## config.mk

```make
export PLATFORM = sky130hd
export DESIGN_NAME = aes_mm_queue
export DESIGN_NICKNAME = d
export VERILOG_FILES = /design/src/rtl/aes_mm_pkg.sv /design/src/rtl/aes_result_fifo.sv /design/src/rtl/aes_mm_queue.sv
export SDC_FILE = /design/constraint.sdc
export NUM_CORES = 1
export LEC_CHECK = 0
export CAP_MARGIN = 20
export CORE_ASPECT_RATIO = 1.5
export CORE_MARGIN = 10
export CORE_UTILIZATION = 60
export DETAILED_ROUTE_END_ITERATION = 8
export PLACE_DENSITY = 0.84
export RECOVER_POWER = 100
export SYNTH_ARGS = -nofsm -noshare
export SYNTH_HDL_FRONTEND = slang
export SYNTH_SLANG_ARGS = --single-unit
```

## constraint.sdc

```tcl
create_clock -name iClk -period 11.6 [get_ports iClk]
set_clock_uncertainty 0.05 [all_clocks]
set_input_delay 2.32 -clock iClk [delete_from_list [all_inputs] [get_ports iClk]]
set_output_delay 2.32 -clock iClk [all_outputs]
set_load 0.1 [all_outputs]
```

## src/rtl/aes_mm_pkg.sv

```systemverilog
// Purpose: shared definitions for the AES Avalon-MM queue front end.
//   Register offsets are relative to WORDS, the first address after the
//   staging/result data words.
// Ports: none (package).
package aes_mm_pkg;

    // Register offsets above the data words
    localparam int unsigned OFS_CMD  = 0;
    localparam int unsigned OFS_CTRL = 1;

    // CMD register bits
    localparam int unsigned CMD_START_DATA = 0;
    localparam int unsigned CMD_LOAD_KEY   = 1;
    localparam int unsigned CMD_POP        = 2;
    localparam int unsigned CMD_CLR_ERR    = 3;

    // STATUS register bits; the FIFO count occupies ST_COUNT upwards
    localparam int unsigned ST_CORE_READY = 0;
    localparam int unsigned ST_PENDING    = 1;
    localparam int unsigned ST_EMPTY      = 2;
    localparam int unsigned ST_FULL       = 3;
    localparam int unsigned ST_OVF        = 4;
    localparam int unsigned ST_CMD_ERR    = 5;
    localparam int unsigned ST_COUNT      = 6;

    // CTRL register bits
    localparam int unsigned CTRL_IRQ_EN = 0;

    // Kind of the command waiting in the pending slot
    typedef enum logic {
        KIND_DATA = 1'b0,
        KIND_KEY  = 1'b1
    } cmd_kind_e;

endpackage

```

## src/rtl/aes_result_fifo.sv

```systemverilog
// Purpose: synchronous result FIFO with first-word-fall-through head.
//   A push is accepted when not full, or when a pop succeeds in the same
//   cycle; a pop on an empty FIFO is ignored.
// Ports:
//   iClk, iReset_n  clock, asynchronous active-low reset
//   i_push, i_din   push request and data
//   i_pop           pop request
//   o_head          current head entry (undefined content when empty)
//   o_full, o_empty, o_count  occupancy
module aes_result_fifo #(
    parameter  int unsigned W     = 128,
    parameter  int unsigned DEPTH = 4,
    localparam int unsigned PTR_W = $clog2(DEPTH),
    localparam int unsigned CNT_W = $clog2(DEPTH + 1)
) (
    input  logic             iClk,
    input  logic             iReset_n,
    input  logic             i_push,
    input  logic [W-1:0]     i_din,
    input  logic             i_pop,
    output logic [W-1:0]     o_head,
    output logic             o_full,
    output logic             o_empty,
    output logic [CNT_W-1:0] o_count
);

    logic [W-1:0]     r_mem [DEPTH];
    logic [PTR_W-1:0] r_wr_ptr;
    logic [PTR_W-1:0] r_rd_ptr;
    logic [CNT_W-1:0] r_count;
    logic             w_pop_ok;
    logic             w_push_ok;

    assign o_empty   = (r_count == '0);
    assign o_full    = (r_count == CNT_W'(DEPTH));
    assign o_count   = r_count;
    assign o_head    = r_mem[r_rd_ptr];
    assign w_pop_ok  = i_pop && !o_empty;
    // A simultaneous pop frees the slot, so a push into a full FIFO still succeeds
    assign w_push_ok = i_push && (!o_full || w_pop_ok);

    always_ff @(posedge iClk or negedge iReset_n) begin
        if (!iReset_n) begin
            r_wr_ptr <= '0;
            r_rd_ptr <= '0;
            r_count  <= '0;
        end else begin
            // Pointers wrap naturally since DEPTH is a power of two
            if (w_push_ok) r_wr_ptr <= r_wr_ptr + 1'b1;
            if (w_pop_ok)  r_rd_ptr <= r_rd_ptr + 1'b1;
            case ({w_push_ok, w_pop_ok})
                2'b10:   r_count <= r_count + 1'b1;
                2'b01:   r_count <= r_count - 1'b1;
                default: r_count <= r_count;
            endcase
        end
    end

    always_ff @(posedge iClk) begin
        if (w_push_ok) r_mem[r_wr_ptr] <= i_din;
    end

endmodule

```

## src/rtl/aes_mm_queue.sv

```systemverilog
// Purpose: Avalon-MM slave front end for the AES-128 core. Holds staging
//   words, a one-deep pending command slot feeding the core, and a result
//   FIFO read back over the bus, with an optional level interrupt.
// Ports:
//   iClk, iReset_n            clock, asynchronous active-low reset
//   iChipSelect_n, iWrite_n, iRead_n, iAddress, iData, oData   Avalon slave
//   oIrq                      level interrupt
//   oCoreData, oLoadData, oLoadKey, iCoreReady   command handshake to core
//   iCTValid, iCipherText     result from core
module aes_mm_queue
    import aes_mm_pkg::*;
#(
    parameter  int unsigned BUS_W     = 32,
    parameter  int unsigned BLOCK_W   = 128,
    parameter  int unsigned OUT_DEPTH = 4,
    localparam int unsigned WORDS     = BLOCK_W / BUS_W,
    localparam int unsigned ADDR_W    = $clog2(WORDS + 2),
    localparam int unsigned CNT_W     = $clog2(OUT_DEPTH + 1)
) (
    input  logic               iClk,
    input  logic               iReset_n,
    input  logic               iChipSelect_n,
    input  logic               iWrite_n,
    input  logic               iRead_n,
    input  logic [ADDR_W-1:0]  iAddress,
    input  logic [BUS_W-1:0]   iData,
    output logic [BUS_W-1:0]   oData,
    output logic               oIrq,
    output logic [BLOCK_W-1:0] oCoreData,
    output logic               oLoadData,
    output logic               oLoadKey,
    input  logic               iCoreReady,
    input  logic               iCTValid,
    input  logic [BLOCK_W-1:0] iCipherText
);

    logic [BUS_W-1:0]   r_stage [WORDS];
    logic [BLOCK_W-1:0] r_cmd_blk;
    logic               r_pending;
    cmd_kind_e          r_kind;
    logic               r_irq_en;
    logic               r_ovf;
    logic               r_cmd_err;
    logic [BUS_W-1:0]   r_rdata;
    logic               r_irq;

    logic               w_wr, w_rd;
    logic               w_cmd_wr, w_ctrl_wr;
    logic               w_start, w_key, w_pop, w_clr;
    logic               w_accept, w_drop, w_issue, w_ovf_set;
    logic [BLOCK_W-1:0] w_stage_blk;
    logic [BLOCK_W-1:0] w_head;
    logic               w_full, w_empty;
    logic [CNT_W-1:0]   w_count;
    logic [BUS_W-1:0]   w_status;
    logic [BUS_W-1:0]   w_rdata;

    assign w_wr      = !iChipSelect_n && !iWrite_n;
    assign w_rd      = !iChipSelect_n && !iRead_n;
    assign w_cmd_wr  = w_wr && (iAddress == ADDR_W'(WORDS + OFS_CMD));
    assign w_ctrl_wr = w_wr && (iAddress == ADDR_W'(WORDS + OFS_CTRL));
    assign w_start   = w_cmd_wr && iData[CMD_START_DATA];
    assign w_key     = w_cmd_wr && iData[CMD_LOAD_KEY];
    assign w_pop     = w_cmd_wr && iData[CMD_POP];
    assign w_clr     = w_cmd_wr && iData[CMD_CLR_ERR];
    assign w_accept  = (w_start || w_key) && !r_pending;
    assign w_drop    = (w_start || w_key) && r_pending;
    assign w_issue   = r_pending && iCoreReady;
    // Full implies non-empty, so any pop request here frees a slot
    assign w_ovf_set = iCTValid && w_full && !w_pop;

    assign oLoadData = w_issue && (r_kind == KIND_DATA);
    assign oLoadKey  = w_issue && (r_kind == KIND_KEY);
    assign oCoreData = r_cmd_blk;
    assign oData     = r_rdata;
    assign oIrq      = r_irq;

    // Staging word 0 carries the block MSBs
    always_comb begin
        w_stage_blk = '0;
        for (int unsigned i = 0; i < WORDS; i++)
            w_stage_blk[(WORDS-1-i)*BUS_W +: BUS_W] = r_stage[i];
    end

    aes_result_fifo #(
        .W     (BLOCK_W),
        .DEPTH (OUT_DEPTH)
    ) u_fifo (
        .iClk     (iClk),
        .iReset_n (iReset_n),
        .i_push   (iCTValid),
        .i_din    (iCipherText),
        .i_pop    (w_pop),
        .o_head   (w_head),
        .o_full   (w_full),
        .o_empty  (w_empty),
        .o_count  (w_count)
    );

    always_comb begin
        w_status                  = '0;
        w_status[ST_CORE_READY]   = iCoreReady;
        w_status[ST_PENDING]      = r_pending;
        w_status[ST_EMPTY]        = w_empty;
        w_status[ST_FULL]         = w_full;
        w_status[ST_OVF]          = r_ovf;
        w_status[ST_CMD_ERR]      = r_cmd_err;
        w_status[ST_COUNT +: CNT_W] = w_count;
    end

    always_comb begin
        w_rdata = '0;
        for (int unsigned i = 0; i < WORDS; i++)
            if (iAddress == ADDR_W'(i) && !w_empty)
                w_rdata = w_head[(WORDS-1-i)*BUS_W +: BUS_W];
        if (iAddress == ADDR_W'(WORDS + OFS_CMD))
            w_rdata = w_status;
        if (iAddress == ADDR_W'(WORDS + OFS_CTRL))
            w_rdata[CTRL_IRQ_EN] = r_irq_en;
    end

    always_ff @(posedge iClk or negedge iReset_n) begin
        if (!iReset_n) begin
            for (int unsigned i = 0; i < WORDS; i++) r_stage[i] <= '0;
            r_cmd_blk <= '0;
            r_pending <= 1'b0;
            r_kind    <= KIND_DATA;
            r_irq_en  <= 1'b0;
            r_ovf     <= 1'b0;
            r_cmd_err <= 1'b0;
            r_rdata   <= '0;
            r_irq     <= 1'b0;
        end else begin
            for (int unsigned i = 0; i < WORDS; i++)
                if (w_wr && iAddress == ADDR_W'(i)) r_stage[i] <= iData;

            // Accept needs an empty slot, so it can never coincide with issue
            if (w_accept) begin
                r_cmd_blk <= w_stage_blk;
                r_pending <= 1'b1;
                r_kind    <= w_key ? KIND_KEY : KIND_DATA;
            end else if (w_issue) begin
                r_pending <= 1'b0;
            end

            // Clear first so an error arising in the same cycle is kept
            if (w_clr) begin
                r_ovf     <= 1'b0;
                r_cmd_err <= 1'b0;
            end
            if (w_ovf_set) r_ovf     <= 1'b1;
            if (w_drop)    r_cmd_err <= 1'b1;

            if (w_ctrl_wr) r_irq_en <= iData[CTRL_IRQ_EN];
            if (w_rd)      r_rdata  <= w_rdata;
            r_irq <= r_irq_en && (!w_empty || r_ovf);
        end
    end

endmodule

```

==> summary.txt <==
status - complete, but fails checks
failing checks - max-capacitance violations, max-slew violations
max_slew headroom - -206%
Synth Area per Inst - 19.9 um^2
post-place setup slack - 4820 ps
Post-Synth XOR/XNOR Area - 0.172%
clk sinks - 813
largest net degree at the start of global routing - 176
Root Driver - clkbuf_16
Mapped Cells - 1541
R2R Setup Slk - 5640 ps
Num CTS Buffers - 72
max incr delay on CP - 3240 ps
Total GRT Usage - 23.4%
final hold slack - 426 ps
compound-gate portion of the synthesized area - 2.61%
reg2reg start - u_fifo.o_count[2]
hold buffers post-CTS - 0
Boundary Pins - 333
critical path required time - 11650 ps
Cell Count, Final, Fillers Out - 2621
critical path, cell by cell - dlygate4sd3_1 > nor2_1 > a41oi_1 > nor2b_1 > and2_4 > clkbuf_1
total of max-cap violations - 12
simple-gate share of the synthesized area - 1.62%
CTS Buffer Depth - 3
synth-to-layout area growth - 20.6%
hold_sp - oData[28]
most frequent cells in the layout - edfxtp_1, dfrtp_1, dlygate4sd3_1
DP Area - 0.0346 mm^2
post-DP HPWL - 45.2 mm
net count after synthesis - 1717
dpl cells - 2483
first-pass GRT wire length - 107 mm
IO Port Bufs - 332
CTS tree - yes
Slew Viols, Final - 608
largest family of logic cells by synthesized area - multiplexers
width of the die - 204 um
Synth Area in Adders - 0.270%
clock slew at reported path FFs - 60 ps
hold path cells - 2
row count - 101
mux share of post-synthesis cell area - 19.1%
RePlAce Congestion - 0.764
Netlist cell types - 45
wirelength, routed - 71.7 mm
Sum Neg Setup Slack - 0 ps
initial antenna violation count - 30
NumNets Final - 2065
synthesized area - 0.0306 mm^2
vias per cell - 6.10
Routed Antenna Nets - 0
Remaining DRCs - 0
termination of the worst setup path - u_fifo.r_mem[0][26]
hold crit path type - reg2reg
commonest non-fill, non-tap cell in the layout - edfxtp_1
cell with the largest stage delay on the worst path - clkbuf_1
Final setup viols - 0
CP startpoint kind - input port
Final Instance Area - 0.0370 mm^2
initial core utilization - 60.6%
clk_lat worst skew - 620 ps
core box area - 0.0505 mm^2
fin crit period - 8540 ps
Worst setup EP type - flop
maximum vdd drop - 0.199 mV
postcts setup bufs - 0
Hold Violations, Final - 0
Synth Warn # - 0
P_leak - 13.9 nW
vias in the first global route - 17100
Least-Margin Pin Slew - 4600 ps
kind of critical path - in2reg
FF-to-FF path depth - 5
crit path max fanout - 73
Die ar. - 0.0607 mm^2
CP Launch Point - iAddress[1]
total power - 9.16 mW
Vias - 16000
Overflow after GRT - 0
Synth Register Bits - 813
Crit path arrival time - 8590 ps
DIE HEIGHT - 297 um
number of cells upsized or downsized after cts - 0
cell area power density - 248 mW/mm^2
fin worst setup slack - 3060 ps
unrepaired setup endpoints after global routing - no
Final period util - 73.6%
Finished Core Util - 73.1%
DR WL/cell - 27.3 um
first-pass iteration count of the detailed router - 7
number of fill cells - 2857
Crit Reg-Reg Endpoint - u_fifo.r_mem[0][26]
initial DRC count - 1095
Max Fclk - 0.117 GHz
fraction of layout cells with a size suffix above 1 - 25.8%
htree depth - 3
sequential area share after synthesis - 74.8%
==> synth_stat cells (all sizes together) <==
cell type	number	area share, %
edfxtp	512	50
dfrtp	301	25
mux2	267	9.8
mux4	106	7.8
buf	58	1.1
mux2i	46	1.5
nand2	37	0.45
nor2	28	0.37
o22ai	23	0.47
a221o	22	0.72
clkbuf	22	0.27
o31ai	22	0.54
a31oi	11	0.22
a22oi	9	0.22
or3	9	0.18
inv	7	0.086
nor3	7	0.15
a21oi	6	0.098
o21ai	6	0.098
and2	5	0.10
ha	5	0.20
and3	4	0.082
a22o	3	0.086
nand2b	3	0.061
o21a	3	0.074
xnor2	3	0.086
xor2	3	0.086
nor2b	2	0.041
or3b	2	0.057
a21o	1	0.025
a41oi	1	0.029
and4b	1	0.033
fa	1	0.065
nand3b	1	0.025
nand4	1	0.020
nand4b	1	0.029
o41ai	1	0.029
or2	1	0.020
==> logic make-up (layout without fill, tap and decap cells) <==
group           count (synthesis)  count (layout)
mux                           419             419
xor+xnor                        6               6
other cells                     0               7
buf+inv                        87             491
fa+ha+maj                       6               6
flops                         813             813
compound gates                108             108
simple gates                  102             102
==> flip-flops by register name (all words and copies together) (netlist names), 2 cells and up <==
signal and cells:
u_fifo.o_count 3, oCoreData 128, oData 32, u_fifo.r_mem 512, u_fifo.r_wr_ptr 2, r_stage 128
u_fifo.r_rd_ptr 2
==> worst min path at each step <==
| stage | to | slack (ps) |
|---|---|---|
| after floorplan | r_stage[6] | 400 |
| after global placement | oData[30] | 410 |
| after detailed placement | oData[28] | 420 |
| after CTS | oData[28] | 440 |
| after global routing | oData[28] | 460 |
| final | oData[28] | 430 |
==> area by class of cell <==
| type | instances | area [um^2] | share of cell area, % |
|---|---|---|---|
| well taps | 669 | 837 | 2.26 |
| flip-flops and latches | 813 | 22900 | 62.0 |
| repair buffers | 354 | 3500 | 9.47 |
| diodes | 7 | 17.5 | 0.0474 |
| inverters | 7 | 26.3 | 0.0711 |
| clock buffers | 96 | 1970 | 5.32 |
| clock inverters | 34 | 417 | 1.13 |
| multi-input cells | 641 | 7280 | 19.7 |
==> routing by layer <==
layer	global-route usage, %	routed length, um	vias to the layer above
li1	-	-	6783
met1	27.7	25800	8276
met2	41.1	38200	733
met3	5.19	5370	175
met4	8.46	2150	20
met5	0	105	-
==> worst max-delay path: cells and delay by family <==
family,cells,cell delay (ps)
buffers and inverters,2,4070
and+or+nand+nor,3,1830
AOI/OAI and AO/OA,1,230
==> power breakdown <==
group          switching [mW]  leakage [nW]  internal, mW
Clock                    1.03          1.16          1.37
Sequential              0.272          8.51          3.77
Combinational            1.87          4.22         0.859
Note: power is estimated with default switching activity, not from simulation.
